### src/rtl/load_store_unit.sv
// load_store_unit: single-outstanding RISC-V load/store unit in front of a
// 64-bit synchronous data memory (read data arrives one cycle after the
// address). Sub-doubleword stores use a read-modify-write sequence.
// Optional build macro: LSU_MISALIGN_TRAP_EN. When it is defined, misaligned
// H/W/D accesses complete immediately with Misaligned=1. When it is not
// defined, the offending low address bits are dropped instead.
module load_store_unit (
  input  logic        Clk,
  input  logic        Reset,
  input  logic        Req,
  input  logic        IsStore,
  input  logic [2:0]  Funct3,
  input  logic [63:0] Addr,
  input  logic [63:0] StoreData,
  output logic        Ready,
  output logic        Done,
  output logic [63:0] LoadData,
  output logic        Misaligned,
  output logic [63:0] MemRaddress,
  output logic [63:0] MemWaddress,
  output logic [63:0] MemDatain,
  input  logic [63:0] MemDataout,
  output logic        MemWr
);

  localparam logic [2:0] IDLE = 3'd0;
  localparam logic [2:0] RD   = 3'd1;
  localparam logic [2:0] CAP  = 3'd2;
  localparam logic [2:0] WR   = 3'd3;
  localparam logic [2:0] DONE = 3'd4;

  logic [2:0]  state_q, state_d;
  logic        isStore_q;
  logic [1:0]  size_q;
  logic        unsigned_q;
  logic [2:0]  lane_q;
  logic [63:0] storeData_q;
  logic [63:0] addr_q;
  logic [63:0] datain_q;
  logic [63:0] loadData_q;

  logic        accept;
  logic [2:0]  alignMask;
  logic [2:0]  reqLane;
  logic        trapHit;
  logic [63:0] shifted;
  logic [63:0] extended;
  logic [7:0]  baseMask;
  logic [7:0]  byteMask;
  logic [63:0] laneMask;
  logic [63:0] merged;

  assign Ready       = (state_q == IDLE) && !Reset;
  assign accept      = Req && Ready;
  assign Done        = (state_q == DONE) && !Reset;
  assign MemWr       = (state_q == WR) && !Reset;
  assign MemRaddress = addr_q;
  assign MemWaddress = addr_q;
  assign MemDatain   = datain_q;
  assign LoadData    = loadData_q;

  // Low address bits that must be zero for the requested width (load 111 counts as D).
  always_comb begin
    case (Funct3[1:0])
      2'd0:    alignMask = 3'b000;
      2'd1:    alignMask = 3'b001;
      2'd2:    alignMask = 3'b011;
      default: alignMask = 3'b111;
    endcase
  end

  assign reqLane = Addr[2:0] & ~alignMask;

`ifdef LSU_MISALIGN_TRAP_EN
  logic misaligned_q;

  assign trapHit    = |(Addr[2:0] & alignMask);
  assign Misaligned = misaligned_q;

  // Misalignment flag is captured at accept and held through the completion pulse.
  always_ff @(posedge Clk) begin
    if (Reset) misaligned_q <= 1'b0;
    else if (accept) misaligned_q <= trapHit;
  end
`else
  assign trapHit    = 1'b0;
  assign Misaligned = 1'b0;
`endif

  // Sequencing: loads RD->CAP->DONE, partial stores add WR, D stores skip the read.
  always_comb begin
    state_d = state_q;
    case (state_q)
      IDLE: begin
        if (accept) begin
          if (trapHit) state_d = DONE;
          else if (IsStore && (Funct3[1:0] == 2'b11)) state_d = WR;
          else state_d = RD;
        end
      end
      RD:      state_d = CAP;
      CAP:     state_d = isStore_q ? WR : DONE;
      WR:      state_d = DONE;
      DONE:    state_d = IDLE;
      default: state_d = IDLE;
    endcase
  end

  // Right-justify the addressed lane of the read doubleword and extend it.
  always_comb begin
    shifted = MemDataout >> {lane_q, 3'b000};
    case (size_q)
      2'd0:    extended = unsigned_q ? {56'd0, shifted[7:0]}  : {{56{shifted[7]}}, shifted[7:0]};
      2'd1:    extended = unsigned_q ? {48'd0, shifted[15:0]} : {{48{shifted[15]}}, shifted[15:0]};
      2'd2:    extended = unsigned_q ? {32'd0, shifted[31:0]} : {{32{shifted[31]}}, shifted[31:0]};
      default: extended = shifted;
    endcase
  end

  // Overlay the store bytes onto the read doubleword, keeping the other lanes.
  always_comb begin
    case (size_q)
      2'd0:    baseMask = 8'h01;
      2'd1:    baseMask = 8'h03;
      2'd2:    baseMask = 8'h0F;
      default: baseMask = 8'hFF;
    endcase
    byteMask = baseMask << lane_q;
    laneMask = '0;
    for (int i = 0; i < 8; i++) laneMask[i*8 +: 8] = {8{byteMask[i]}};
    merged = (MemDataout & ~laneMask) | ((storeData_q << {lane_q, 3'b000}) & laneMask);
  end

  // State register; a reset abandons whatever access is in flight.
  always_ff @(posedge Clk) begin
    if (Reset) state_q <= IDLE;
    else state_q <= state_d;
  end

  // Request capture at accept, then load result or merged write data in CAP.
  always_ff @(posedge Clk) begin
    if (Reset) begin
      isStore_q   <= 1'b0;
      size_q      <= 2'd0;
      unsigned_q  <= 1'b0;
      lane_q      <= 3'd0;
      storeData_q <= '0;
      addr_q      <= '0;
      datain_q    <= '0;
      loadData_q  <= '0;
    end else if (accept) begin
      isStore_q   <= IsStore;
      size_q      <= Funct3[1:0];
      unsigned_q  <= !IsStore && Funct3[2];
      lane_q      <= reqLane;
      storeData_q <= StoreData;
      addr_q      <= {Addr[63:3], 3'b000};
      datain_q    <= StoreData;
      loadData_q  <= '0;
    end else if (state_q == CAP) begin
      if (isStore_q) datain_q <= merged;
      else loadData_q <= extended;
    end
  end

endmodule

### config.mk
export PLATFORM = sky130hd
export DESIGN_NAME = load_store_unit
export DESIGN_NICKNAME = d
export VERILOG_FILES = /design/src/rtl/load_store_unit.sv
export SDC_FILE = /design/constraint.sdc
export NUM_CORES = 1
export LEC_CHECK = 0
export ABC_AREA = 1
export BUFFER_PORTS_ARGS = -buffer_cell sky130_fd_sc_hd__buf_2
export CORE_MARGIN = 2
export CORE_UTILIZATION = 40
export DETAILED_ROUTE_END_ITERATION = 7
export GPL_TIMING_DRIVEN = 1
export PLACE_DENSITY = 0.75
export SETUP_SLACK_MARGIN = 0.1
export SLEW_MARGIN = 20
export SYNTH_ARGS = -nofsm -noshare
export SYNTH_HDL_FRONTEND = slang
export SYNTH_SLANG_ARGS = --single-unit
### constraint.sdc
create_clock -name Clk -period 2.3 [get_ports Clk]
set_input_delay 0.23 -clock Clk [delete_from_list [all_inputs] [get_ports Clk]]
set_output_delay 0.23 -clock Clk [all_outputs]
set_load 0.01 [all_outputs]
==> out/summary.txt <==
status: finished clean
# rows: 69
drt first pass iters: 6
layout overhead on the synthesized area: 30.7%
Crit path max-delay family: simple AND/OR/NAND/NOR gates
setup violators final: 0
CTS Sinks: 263
GRT Residual Overflow: 0
Syn Inst Count: 2182
initial antenna violation count: 7
worst-path cell chain: inv_2 -> nor2_2 -> inv_1 -> nand3_1 -> nand2_1 -> inv_2 -> nand2_1 -> nand3_1 -> a21oi_1
crit path launch type: flop
relative slew slack: 49.7%
CP Max Fanout: 12
final hold violations: 0
met3 Use GR: 8.42%
max-cap violations: 0
CTS root buffer: clkbuf_16
Power Density: 697 mW/mm2
CTS Buffer Depth: 3
gr busiest metal: met2
dominant cell type by area after synthesis: dfxtp_1
GRT met2 Usage: 54.6%
met1 GRT Util: 43.8%
vias per cell: 5.52
Die Height: 194 um
final slew viol count: 0
most common cell after layout, fill and taps aside: nand2_1
vias in the first global route: 16400
Die ar.: 0.0378 mm2
Worst Path Arrival: 2.52 ns
drt initial violations: 1680
crit share post-route: 88.9%
#FFs+latches synth: 263
min cycle time layout: 2.04 ns
crit path kind: reg -> reg
Setup crit end kind: flop
CTS tree: yes
IO Port Bufs: 451
Inserted Clock Buffers: 31
layout cells sized above 1: 21.7%
Detail Route Antenna Nets: 0
Yosys Warn Count: 0
Achievable Freq: 489 MHz
worst skew pair latency: 0.59 ns
slowest library cell on the worst path: nor2_2
Worst IR Drop VDD: 0.580 mV
top post-synthesis cells by area: dfxtp_1, nand2_1, nand3_1
initial core utilization: 40.7%
Static Leakage: 0.00988 uW
GRT Util Overall: 34.4%
Slew @ Worst Pin: 0.746 ns
Avg Cell Area, Syn: 6.65 um2
total chip power: 13200 uW
RSZ-0062 raised after global routing: yes
Core Region: 0.0357 mm2
largest net degree at the start of global routing: 108
sequential fraction of the synthesis area: 36.3%
worst path bufs/invs: 3
Vias: 17200
Post-route DRC: 0
Setup Total Neg Slack: 0 ns
IO Count: 459
Routed WL per cell: 21.7 um
first-pass GRT wire length: 100000 um
area fraction of the dominant cell type after synthesis: 36.3%
placer congestion estimate: 0.997
Die Wd: 194 um
commonest non-fill, non-tap cells in the layout: nand2_1, buf_2, dfxtp_1
Synth Flop Type: dfxtp_1
CTS clk-pin slew, worst paths: 0.06 ns
Detailed Route WL: 67500 um
HPWL reported at the end of detailed placement: 50000 um
clk_skew: 0.0170 ns
Hold WC Path Type: in -> reg
Final nets: 2823
synthesized cell area: 0.0145 mm2
Post-synth ARST share: 0%
Req. time, crit path: 2.78 ns
htree depth: 1
CP max stage delay: 0.41 ns
Final Hold Slack: 0.0133 ns
number of flops mapped to enable cells by yosys: 0
Netlist cell types: 32
[registers in the layout (all words and copies together), names as in the netlist]
register	count
lane_q	3
MemDatain	64
unsigned_q	1
size_q	2
state_q	3
isStore_q	1
MemRaddress	61
storeData_q	64
LoadData	64
[tightest hold or removal path, cell delays in order]
cell      delay (ns)
buf_2           0.10
o211ai_1        0.10
a21oi_1         0.12
[timing repair]
item,4_1_cts,5_1_grt
hold buffers,135,0
resized for setup,0,2
buffers inserted,0,1
setup endpoints to repair,0,5
endpoints found under the hold margin,156,0
[Yosys cell counts (8+ instances only)]
cell	number
a22o_1	61
inv_2	11
nand3_1	243
a21oi_1	112
o211ai_1	73
o21a_1	39
o21ai_1	8
dfxtp_1	263
inv_1	212
nand4_1	32
buf_2	78
o21ai_0	177
a31oi_1	16
nor2_1	46
clkbuf_1	53
nand2_1	641
buf_4	78
[per-layer routing]
metal / wire length [um] / vias to the layer above
li1: - / 8027
met1: 27400 / 8016
met2: 29700 / 946
met3: 6650 / 180
met4: 3710 / 8
met5: 52 / -
[power breakdown]
part           switching, uW  total [uW]  internal [uW]  leakage (uW)
sequential               276        5170           4890       0.00216
combinational           1980        3100           1130       0.00722
clock                   2080        4940           2860      0.000508
total                   4340       13200           8880       0.00988
[worst paths after layout]
kind                         from         endpoint  slack, ns  depth (start not counted)
setup / recovery        lane_q[1]    MemDatain[53]       0.26                          9
hold reg to reg   storeData_q[63]  storeData_q[63]       0.45                          2
hold / removal     MemDataout[30]    MemDatain[30]       0.01                          3
setup reg to reg        lane_q[1]    MemDatain[53]       0.26                          9
[final cells by class]
cell class,instances,area [um2]
antenna,4,10.0
clock buffer,46,912
clock inverter,11,103
fill,3461,16700
inverter,223,842
multi-input combinational,1478,7170
sequential,263,5270
tap,461,577
timing repair buffer,627,4090
[cells by family after synthesis]
kind of cell           Yosys count  synth area share (%)
buffers and inverters          447                  14.6
and+or+nand+nor                979                  28.4
DFF                            263                  36.3
other                            1                0.0258
AOI/OAI and AO/OA              492                  20.7
[stage by stage]
stage	util (%)	setup WS, ns	area [um2]	std cells
after floorplan	-	0.754	14500	2188
after global placement	46.5	0.336	16600	2916
after detailed placement	46.5	0.295	16600	2916
after CTS	53.1	0.129	18900	3108
after global routing	53.2	0.0853	19000	3112
final	53.2	0.256	19000	3113
Power figures use the tool's default switching activity.
